## src/rtl/pipe_flush_ctrl.sv

```systemverilog
// Flush/redirect sequencer for the front end and pipeline registers.
// Collects redirect events (EX branch mispredict; WB exception, ertn, refetch,
// idle), issues one-cycle registered flush pulses per pipeline stage and a
// single redirect PC to fetch, and sequences refetch drain and idle wait.
// Ports:
//   clk, rstn            clock, synchronous active-low reset
//   ex_br_*              EX mispredict event and correct target
//   wb_excp_*, wb_ertn_* WB exception entry / ertn return address
//   wb_refetch_*         WB refetch event and pc+4 of the instruction
//   wb_idle_*            WB idle event and pc of the idle instruction
//   intr_pending         wakes IDLE
//   dcache_busy          holds DRAIN until the store path is empty
//   flush_*              per-stage flush pulses
//   fifo_id_flush_cause  00 none, 01 branch, 10 exception/ertn, 11 refetch/idle
//   redirect_valid/pc    fetch restart pulse and held target
//   fetch_stall          fetch must not issue while draining or idle
module pipe_flush_ctrl #(
  parameter logic [31:0] PC_RESET  = 32'h1c000000,
  parameter int unsigned DRAIN_MAX = 16
) (
  input  logic        clk,
  input  logic        rstn,
  input  logic        ex_br_mispredict,
  input  logic [31:0] ex_br_target,
  input  logic        wb_excp_valid,
  input  logic [31:0] wb_excp_entry,
  input  logic        wb_ertn_valid,
  input  logic [31:0] wb_ertn_era,
  input  logic        wb_refetch_valid,
  input  logic [31:0] wb_refetch_pc,
  input  logic        wb_idle_valid,
  input  logic [31:0] wb_idle_pc,
  input  logic        intr_pending,
  input  logic        dcache_busy,
  output logic        flush_if,
  output logic        fifo_id_flush,
  output logic [1:0]  fifo_id_flush_cause,
  output logic        flush_id_ex,
  output logic        flush_ex_mem,
  output logic        flush_mem_wb,
  output logic        redirect_valid,
  output logic [31:0] redirect_pc,
  output logic        fetch_stall
);

  // Counter is at least one bit wide so DRAIN_MAX = 0 (no limit) stays legal.
  localparam int unsigned CW = (DRAIN_MAX > 0) ? $clog2(DRAIN_MAX + 1) : 1;

  localparam logic [1:0] CAUSE_NONE   = 2'b00;
  localparam logic [1:0] CAUSE_BRANCH = 2'b01;
  localparam logic [1:0] CAUSE_EXCP   = 2'b10;
  localparam logic [1:0] CAUSE_REFCH  = 2'b11;

  typedef enum logic [1:0] {RUN, DRAIN, IDLE} state_t;

  state_t        state, state_nxt;
  logic [31:0]   saved_pc, saved_pc_nxt;
  logic [CW-1:0] drain_cnt, drain_cnt_nxt;
  logic          front_nxt, back_nxt, redir_nxt;
  logic [1:0]    cause_nxt;
  logic [31:0]   redir_pc_nxt;
  logic          drain_done;

  assign drain_done = !dcache_busy ||
                      ((DRAIN_MAX != 0) && (drain_cnt == CW'(DRAIN_MAX - 1)));

  // Next-state and next-output selection; exception overrides every state.
  always_comb begin
    state_nxt     = state;
    saved_pc_nxt  = saved_pc;
    drain_cnt_nxt = drain_cnt;
    front_nxt     = 1'b0;
    back_nxt      = 1'b0;
    redir_nxt     = 1'b0;
    cause_nxt     = CAUSE_NONE;
    redir_pc_nxt  = redirect_pc;
    if (wb_excp_valid) begin
      front_nxt     = 1'b1;
      back_nxt      = 1'b1;
      cause_nxt     = CAUSE_EXCP;
      redir_nxt     = 1'b1;
      redir_pc_nxt  = wb_excp_entry;
      state_nxt     = RUN;
      drain_cnt_nxt = '0;
    end else begin
      unique case (state)
        RUN: begin
          if (wb_ertn_valid) begin
            front_nxt    = 1'b1;
            back_nxt     = 1'b1;
            cause_nxt    = CAUSE_EXCP;
            redir_nxt    = 1'b1;
            redir_pc_nxt = wb_ertn_era;
          end else if (wb_refetch_valid) begin
            front_nxt     = 1'b1;
            back_nxt      = 1'b1;
            cause_nxt     = CAUSE_REFCH;
            saved_pc_nxt  = wb_refetch_pc;
            drain_cnt_nxt = '0;
            state_nxt     = DRAIN;
          end else if (wb_idle_valid) begin
            front_nxt    = 1'b1;
            back_nxt     = 1'b1;
            cause_nxt    = CAUSE_REFCH;
            saved_pc_nxt = wb_idle_pc + 32'd4;
            state_nxt    = IDLE;
          end else if (ex_br_mispredict) begin
            front_nxt    = 1'b1;
            cause_nxt    = CAUSE_BRANCH;
            redir_nxt    = 1'b1;
            redir_pc_nxt = ex_br_target;
          end
        end
        DRAIN: begin
          if (drain_done) begin
            redir_nxt     = 1'b1;
            redir_pc_nxt  = saved_pc;
            drain_cnt_nxt = '0;
            state_nxt     = RUN;
          end else if (drain_cnt != '1) begin
            drain_cnt_nxt = drain_cnt + CW'(1);
          end
        end
        IDLE: begin
          if (intr_pending) begin
            redir_nxt    = 1'b1;
            redir_pc_nxt = saved_pc;
            state_nxt    = RUN;
          end
        end
        default: state_nxt = RUN;
      endcase
    end
  end

  // State and registered outputs.
  always_ff @(posedge clk) begin
    if (!rstn) begin
      state               <= RUN;
      saved_pc            <= '0;
      drain_cnt           <= '0;
      flush_if            <= 1'b0;
      fifo_id_flush       <= 1'b0;
      fifo_id_flush_cause <= CAUSE_NONE;
      flush_id_ex         <= 1'b0;
      flush_ex_mem        <= 1'b0;
      flush_mem_wb        <= 1'b0;
      redirect_valid      <= 1'b0;
      redirect_pc         <= PC_RESET;
      fetch_stall         <= 1'b0;
    end else begin
      state               <= state_nxt;
      saved_pc            <= saved_pc_nxt;
      drain_cnt           <= drain_cnt_nxt;
      flush_if            <= front_nxt;
      fifo_id_flush       <= front_nxt;
      fifo_id_flush_cause <= cause_nxt;
      flush_id_ex         <= front_nxt;
      flush_ex_mem        <= back_nxt;
      flush_mem_wb        <= back_nxt;
      redirect_valid      <= redir_nxt;
      redirect_pc         <= redir_pc_nxt;
      fetch_stall         <= (state_nxt != RUN);
    end
  end

endmodule

```

## config.mk

```make
export PLATFORM = sky130hd
export DESIGN_NAME = pipe_flush_ctrl
export DESIGN_NICKNAME = d
export VERILOG_FILES = /design/src/rtl/pipe_flush_ctrl.sv
export SDC_FILE = /design/constraint.sdc
export NUM_CORES = 1
export LEC_CHECK = 0
export ABC_CLOCK_PERIOD_IN_PS = 5700
export BUFFER_PORTS_ARGS = -buffer_cell sky130_fd_sc_hd__buf_2
export CAP_MARGIN = 20
export CORE_UTILIZATION = 30
export DETAILED_ROUTE_END_ITERATION = 10
export HOLD_SLACK_MARGIN = 0.05
export MAX_ROUTING_LAYER = met4
export SYNTH_ARGS = -nofsm -noshare
export SYNTH_HDL_FRONTEND = slang
export SYNTH_SLANG_ARGS = --single-unit
```

## constraint.sdc

```tcl
create_clock -name clk -period 5.7 [get_ports clk]
set_clock_uncertainty 0.15 [all_clocks]
set_input_delay 1.425 -clock clk [delete_from_list [all_inputs] [get_ports clk]]
set_output_delay 1.425 -clock clk [all_outputs]
set_load 0.05 [all_outputs]
```

==> impl_metrics.json, run 1 <==
{
  "fin_cells": 983,
  "startpoint_type": "input port",
  "fp.dieW_microns": 130,
  "synth.cell_area_sq_um": 4890,
  "ios": 210,
  "irDropWorstVdd_uv": 115,
  "port_buffers": 209,
  "pwr_density_cell_nw_per_um2": 240,
  "synth_fp_nets": 760,
  "relSlewSlack": 0.315,
  "cp.required_ps": 5770,
  "rsz0062_at_grt": "no",
  "synth_top_area_frac": 0.315,
  "gp_congestion": 0.806,
  "hold_path.class": "register to register",
  "finalSetupViolations": 0,
  "whs_path_depth": 2,
  "cts_sinks": 77,
  "die_h_microns": 130,
  "worst_pin_slew_ps": 1030,
  "reg2reg_depth": 6,
  "p_leak_nw": 3.05,
  "clkTransAtPathRegs_ps": 60,
  "synthArstFlopShare": 0,
  "critPathArrivalTime_ps": 3650,
  "placement_rows": 46,
  "slew_viol_final": 0,
  "layout_min_cycle_time_ps": 3570,
  "totalWireLength_microns": 15800,
  "hold_violations": 0,
  "critPathKind": "input port to register",
  "synthTopCellsByArea": "dfxtp_1, mux2i_1, nand2_1",
  "first_pass_iters": 4,
  "grt_pass1_wl_microns": 23700,
  "cts-buffers-inserted": 9,
  "cp_max_fo": 23,
  "final.period_utilization": 0.627,
  "yosys.area.top_type": "dfxtp_1",
  "nFillCells": 1661,
  "fin_nets": 939,
  "path_cells": "buf_2 -> nor3b_2 -> and2b_1 -> o21ai_0 -> a221oi_1",
  "slowest_stage": "nor3b_2",
  "status": "finished, final reports clean",
  "yosys_register_bits": 77,
  "drc": 0,
  "via_per_inst": 4.88,
  "ctsResizeCount": 0,
  "core_area_sq_um": 15900,
  "critPathMaxStageDelay_ps": 770,
  "root_buffer": "clkbuf_16",
  "drt_iter0_drc": 278,
  "cts_tree": "built",
  "die_area_sq_um": 16800,
  "area_growth_pct": 28.5,
  "synth_top_cells_by_count": "nand2_1, dfxtp_1, mux2i_1, o21ai_0, nor2_1",
  "antenna_left": 0,
  "setup_tns_ps": 0,
  "grt_antenna_before_repair": 2,
  "post_cts_buffers": 0,
  "post_drt_wl_per_cell_microns": 16.1,
  "yosysUniqueCellTypes": 56,
  "postCtsHoldBufs": 0,
  "max_freq_ghz": 0.280,
  "h-tree-depth": 3,
  "dpl.cell_count": 966,
  "initial_core_util": 0.308,
  "synth_edf_count": 0,
  "first_global_vias": 4413,
  "clockBufferDepth": 2,
  "synth_area_per_cell_sq_um": 8.38,
  "yosys_warnings": 0,
  "grt_usage": 0.191,
  "totalPowerFinal_mw": 1.51,
  "hold_slack_ps": 301,
  "syn-instance-count": 583,
  "clk_latency_ps": 330,
  "ys_seq_area_frac": 0.315,
  "synth_most_common_cell": "nand2_1",
  "overflow": 0,
  "ys.flop_type": "dfxtp_1",
  "grt_max_degree": 65,
  "dpl.hpwl_microns": 12200,
  "endpoint_kind": "register",
  "drive_gt1_frac": 0.327,
  "dr_total_vias": 4797,
  "cap_violations": 0
}
final timing paths:
check	from	endpoint	slack, ps
max reg2reg	state[1]	saved_pc[31]	2620
min reg2reg	saved_pc[13]	saved_pc[13]	300
max	wb_excp_valid	saved_pc[31]	2130
min	saved_pc[13]	saved_pc[13]	300
cell families after synthesis:
group,count (synthesis),synth area share
AND/OR/NAND/NOR,197,0.197
buffers and inverters,56,0.0525
adder cells (fa/ha/maj),8,0.0205
XOR/XNOR,28,0.0502
AO/OA/AOI/OAI,151,0.229
flip-flops,77,0.315
multiplexers,66,0.135
area by class of cell:
| type | count | area, sq um | area share |
|---|---|---|---|
| sequential | 77 | 1540 | 0.245 |
| antenna | 2 | 5.00 | 0.000797 |
| multi-input combinational | 450 | 3100 | 0.493 |
| inverter | 9 | 33.8 | 0.00538 |
| tap | 216 | 270 | 0.0430 |
| timing repair buffer | 215 | 1090 | 0.173 |
| clock buffer | 11 | 233 | 0.0370 |
| clock inverter | 3 | 15.0 | 0.00239 |
flip-flops by register name, summed over array words and instances, names as in the netlist:
signal / cells
flush_mem_wb: 1
redirect_valid: 1
fetch_stall: 1
drain_cnt: 5
fifo_id_flush_cause: 2
redirect_pc: 32
flush_id_ex: 1
state: 2
saved_pc: 32
per-layer routing:
metal | track usage | wire length (microns) | up-vias
li1 | - | - | 2469
met1 | 0.273 | 8100 | 2156
met2 | 0.279 | 6710 | 158
met3 | 0.0194 | 827 | 14
met4 | 0.0595 | 170 | 0
met5 | - | 0 | -
report_power, final:
part | internal, mW | switching [mW]
Combinational | 0.146 | 0.260
Sequential | 0.579 | 0.0241
Clock | 0.288 | 0.212
metrics by stage:
step | worst slack [ps] | area [sq um] | utilization
4_1_cts | 2090 | 6270 | 0.395
5_1_grt | 1870 | 6280 | 0.395
3_3_place_gp | 1730 | 6020 | 0.379
3_5_place_dp | 1740 | 6020 | 0.379
6_report | 2130 | 6280 | 0.395
2_1_floorplan | 2760 | 4890 | -
cell usage in the layout (no fill, tap or decap), drive strengths merged, types with 15 or more instances in the layout:
master / synthesis / layout
mux2i: 65 / 65
xor2: 21 / 21
a211oi: 15 / 15
nor2: 26 / 26
dfxtp: 77 / 77
o21ai: 49 / 49
a21oi: 18 / 18
buf: 24 / 215
o211a: 22 / 22
nand2: 94 / 94
nand3: 21 / 21
critical path, delay by kind of cell:
kind	cells	cell delay (ps)
AO/OA/AOI/OAI	2	540
AND/OR/NAND/NOR	2	1490
buffers and inverters	1	180
Note: power is estimated with default switching activity, not from simulation.
==> run 2: changes to the inputs <==
Settings changed: ABC_CLOCK_PERIOD_IN_PS 5700 to 3500.
Clock period 5.7 ns to 3.5 ns, I/O delays scaled along.
==> run 2 against run 1 <==
  * Register-to-register slack got worse by 1700 ps
  * Worst hold slack better by 1.3 ps
  * Cell count is 1.0% higher
  * Final area up 3.1%
  * Power increased by 84%
  * Critical path type is now register to register
==> impl_metrics.json, run 2 (same netlist as run 1, synthesis figures left out) <==
{
  "totalWireLength_microns": 16000,
  "drt_iter0_drc": 380,
  "cts_tree": "built",
  "max_freq_ghz": 0.394,
  "cap_violations": 0,
  "cts-buffers-inserted": 9,
  "final.period_utilization": 0.726,
  "hold_path.class": "register to register",
  "rsz0062_at_grt": "no",
  "pwr_density_cell_nw_per_um2": 429,
  "dr_total_vias": 4865,
  "area_growth_pct": 32.5,
  "dpl.hpwl_microns": 12400,
  "fin_nets": 948,
  "top_regs": "redirect_pc x32, saved_pc x32, drain_cnt x5",
  "first_global_vias": 4350,
  "status": "finished, final reports clean",
  "cp.required_ps": 3600,
  "grt_max_degree": 65,
  "cts_sinks": 77,
  "crit_family": "simple AND/OR/NAND/NOR gates",
  "initial_core_util": 0.308,
  "postCtsHoldBufs": 0,
  "grt_pass1_wl_microns": 23800,
  "die_h_microns": 130,
  "critPathKind": "register to register",
  "slew_viol_final": 0,
  "via_per_inst": 4.90,
  "hold_violations": 0,
  "layout_min_cycle_time_ps": 2540,
  "worst_pin_slew_ps": 718,
  "drive_gt1_frac": 0.338,
  "critPathMaxStageDelay_ps": 400,
  "dp_slack_ps": 678,
  "grt_util_met3": 0.0211,
  "post_drt_wl_per_cell_microns": 16.1,
  "path_cells": "inv_1 -> ha_2 -> nor3b_2 -> buf_4 -> o21ai_2 -> nor2_1 -> nand2_1 -> o22ai_1",
  "first_pass_iters": 5,
  "p_leak_nw": 3.16,
  "final_common_cell": "buf_2",
  "core_area_sq_um": 15900,
  "setup_tns_ps": 0,
  "drc": 0,
  "h-tree-depth": 3,
  "clk_latency_ps": 330,
  "gp_congestion": 0.874,
  "crit_buf_inv": 2,
  "endpoint_kind": "register",
  "layout_common_cells": "buf_2, nand2_1, dfxtp_1",
  "port_buffers": 209,
  "grt_usage": 0.192,
  "clockBufferDepth": 2,
  "post_cts_buffers": 0,
  "critPathArrivalTime_ps": 2640,
  "cp_max_fo": 13,
  "slowest_stage": "nor2_1",
  "setup_ws_ps": 960,
  "grtUsageMet2": 0.272,
  "irDropWorstVdd_uv": 265,
  "clkTransAtPathRegs_ps": 60,
  "grt_antenna_before_repair": 1,
  "relSlewSlack": 0.521,
  "root_buffer": "clkbuf_16",
  "grtUsageMet1": 0.281,
  "antenna_left": 0,
  "placement_rows": 46,
  "ios": 210,
  "startpoint_type": "register",
  "fp.dieW_microns": 130,
  "ctsResizeCount": 0,
  "gr-max-usage-layer": "met1",
  "finalSetupViolations": 0,
  "die_area_sq_um": 16800,
  "overflow": 0
}
[run 2: cell types whose count changed in the layout (fill, tap and decap cells not counted), sizes merged]
cell / delta
clkbuf: +2
clkinv: -3
buf: +9
diode: -1
bufinv: +3
[run 2: cell type report]
class,count,area (sq um)
diodes,1,2.50
clock inverters,3,90.1
multi-input cells,450,3100
flip-flops and latches,77,1540
inverters,9,33.8
well taps,216,270
fillers,1658,9410
clock buffers,13,270
repair buffers,224,1170
[run 2: tightest hold or removal path: stages, from the launching register on]
cell and delay [ps]:
dfxtp_1 310, nand3_1 60, nand2_1 40
[run 2: power by group]
group          total, mW  switching, mW  internal (mW)
combinational      0.672          0.426          0.245
sequential         0.981         0.0390          0.942
clock               1.13          0.371          0.756
total               2.78          0.836           1.94
[run 2: path summary, 6_finish.rpt]
path / startpoint / to / slack (ps) / cells past startpoint
worst min register to register: saved_pc[13] / saved_pc[13] / 300 / 2
worst min-delay path: saved_pc[13] / saved_pc[13] / 300 / 2
worst max-delay path: state[1] / saved_pc[21] / 960 / 8
worst max register to register: state[1] / saved_pc[21] / 960 / 8
[run 2: per-layer routing]
metal,wire [microns],up-vias,part of all wire
li1,-,2491,-
met3,678,11,0.042
met2,6820,153,0.43
met5,0,-,0
met4,165,0,0.010
met1,8290,2210,0.52
[run 2: metrics by stage]
| step | total power, mW | cell area (sq um) | utilization | hold slack [ps] | cells |
|---|---|---|---|---|---|
| after CTS | 2.80 | 6470 | 0.407 | 306 | 992 |
| after global placement | 1.67 | 6110 | 0.385 | 290 | 976 |
| final | 2.78 | 6470 | 0.408 | 302 | 993 |
| after global routing | 2.92 | 6470 | 0.408 | 364 | 993 |
| after detailed placement | 1.67 | 6110 | 0.385 | 298 | 976 |
| after floorplan | 1.44 | 4890 | - | 280 | 583 |
==> run 3: changes to the inputs <==
Settings changed: ABC_CLOCK_PERIOD_IN_PS 3500 to 2110.
Clock period 3.5 ns to 2.11 ns, I/O delays scaled along.
==> run 3 against run 2 <==
  * The flow now finishes with violations (negative setup slack)
  * Non-clock buffer count is 50 higher
  * Sequential power is 65% higher
  * Setup slack worse by 1100 ps
  * Worst hold slack better by 15 ps
  * Maximum frequency is 12% higher
  * Critical path depth is 2 higher
  * Global-route usage is 0.097 points higher
  * Cell count is 4.9% higher
  * Die area stayed put
  * Sequential cell count stayed put
  * Critical path type unchanged
  * Sequential share of layout area is 1.9 points lower
==> impl_metrics.json, run 3 (same netlist as run 1, synthesis figures left out) <==
{
  "status": "complete, but fails checks",
  "violations": "negative setup slack",
  "overflow": 0,
  "hold_path.class": "register to register",
  "cp_num_cells": 10,
  "endpoint_kind": "register",
  "critPathArrivalTime_ps": 2340,
  "critPathCapture": "redirect_pc[26]",
  "clkTransAtPathRegs_ps": 60,
  "relSlewSlack": 0.753,
  "fin_nets": 998,
  "setup_tns_ps": -4290,
  "drive_gt1_frac": 0.400,
  "path_cells": "ha_4 -> and3_4 -> ha_4 -> and3b_2 -> a21o_1 -> o31ai_4 -> buf_12 -> buf_4 -> o311a_1 -> o21ai_1",
  "ios": 210,
  "die_area_sq_um": 16800,
  "final_common_cell": "buf_2",
  "critPathMostFrequentCell": "ha_4",
  "reg2reg_slack_ps": -160,
  "clockBufferDepth": 2,
  "p_leak_nw": 3.43,
  "r2r_start": "drain_cnt[0]",
  "nFillCells": 1624,
  "slew_viol_final": 0,
  "cap_violations": 0,
  "dp_slack_ps": -92.7,
  "grt_max_degree": 44,
  "irDropWorstVdd_uv": 342,
  "final_area_sq_um": 7050,
  "cp.required_ps": 2180,
  "dpl.hpwl_microns": 12400,
  "worst_pin_slew_ps": 368,
  "dr_total_vias": 5039,
  "fp.dieW_microns": 130,
  "layout_common_cells": "buf_2, nand2_1, dfxtp_1",
  "totalWireLength_microns": 16000,
  "r2r-end": "redirect_pc[26]",
  "finalSetupViolations": 37,
  "startpoint_type": "register",
  "hold_violations": 0,
  "pwr_density_cell_nw_per_um2": 649,
  "area_growth_pct": 44.3,
  "crit_buf_inv": 2,
  "utilization": 0.444,
  "layout_min_cycle_time_ps": 2270,
  "grt_pass1_wl_microns": 24300,
  "diodes": 0,
  "die_h_microns": 130,
  "critPathMaxStageDelay_ps": 360,
  "setup_ws_ps": -156,
  "rsz0062_at_grt": "yes",
  "cts_sinks": 77,
  "hold_slack_ps": 317,
  "grt_usage": 0.193,
  "clk_latency_ps": 340,
  "first_global_vias": 4630,
  "post_drt_wl_per_cell_microns": 15.4,
  "setup.worst_path.start": "drain_cnt[0]",
  "crit_family": "compound AO/OA/AOI/OAI gates",
  "cp_max_fo": 9,
  "antenna_left": 0,
  "core_area_sq_um": 15900,
  "cts-buffers-inserted": 9,
  "slowest_stage": "dfxtp_4",
  "top_regs": "redirect_pc x32, saved_pc x32, drain_cnt x5",
  "max_freq_ghz": 0.441,
  "gp_congestion": 0.852,
  "root_buffer": "clkbuf_16",
  "h-tree-depth": 3,
  "final.period_utilization": 1.07,
  "placement_rows": 46,
  "port_buffers": 209,
  "via_per_inst": 4.84,
  "grt_antenna_before_repair": 0,
  "initial_core_util": 0.308,
  "drc": 0,
  "drt_iter0_drc": 246,
  "critPathKind": "register to register",
  "first_pass_iters": 5,
  "postCtsHoldBufs": 0,
  "cts_tree": "built",
  "reg2reg_depth": 10,
  "post_dp_cell_area_sq_um": 6520
}
[run 3: layout make-up]
cell class | instances | area [sq um] | share of cell area
tap | 216 | 270 | 0.0383
clock inverter | 7 | 98.8 | 0.0140
clock buffer | 9 | 225 | 0.0319
timing repair buffer | 274 | 1700 | 0.241
sequential | 77 | 1550 | 0.219
inverter | 9 | 33.8 | 0.00479
multi-input combinational | 450 | 3180 | 0.451
[run 3: metal layers]
| layer | global-route usage | wire [microns] | vias to the layer above |
|---|---|---|---|
| met5 | - | 0 | - |
| met4 | 0.0506 | 148 | 0 |
| met3 | 0.0330 | 797 | 11 |
| met2 | 0.290 | 7110 | 162 |
| met1 | 0.266 | 7960 | 2279 |
| li1 | - | - | 2587 |
[run 3: worst min path at each step]
stage                      start            to  slack (ps)  depth (start not counted)
floorplan           saved_pc[13]  saved_pc[13]         280                          2
global placement    saved_pc[13]  saved_pc[13]         290                          2
detailed placement  saved_pc[13]  saved_pc[13]         300                          2
CTS                 saved_pc[13]  saved_pc[13]         310                          2
global route        saved_pc[13]  saved_pc[13]         340                          2
finish              saved_pc[13]  saved_pc[13]         320                          2
[run 3: tightest hold or removal path: cells and delay by family (launching register included)]
family	cells	cell delay, ps
AND/OR/NAND/NOR	2	100
flip-flops	1	320
[run 3: stage by stage]
| stage | std cells | total power [mW] |
|---|---|---|
| 2_1_floorplan | 583 | 2.40 |
| 3_3_place_gp | 1014 | 2.85 |
| 3_5_place_dp | 1014 | 2.86 |
| 4_1_cts | 1035 | 4.58 |
| 5_1_grt | 1042 | 4.79 |
| 6_report | 1042 | 4.58 |
[run 3: where the power goes]
group | internal (mW) | total (mW) | switching [mW]
sequential | 1.56 | 1.62 | 0.0613
clock | 1.04 | 1.69 | 0.649
combinational | 0.523 | 1.26 | 0.741
[run 3: repair_timing]
action                     CTS  global route
setup buffers                5             6
resized for setup            1            17
setup endpoints to repair   29            46
hold endpoints to repair     0             0
cloned                       0             2
pin swaps                    3            11
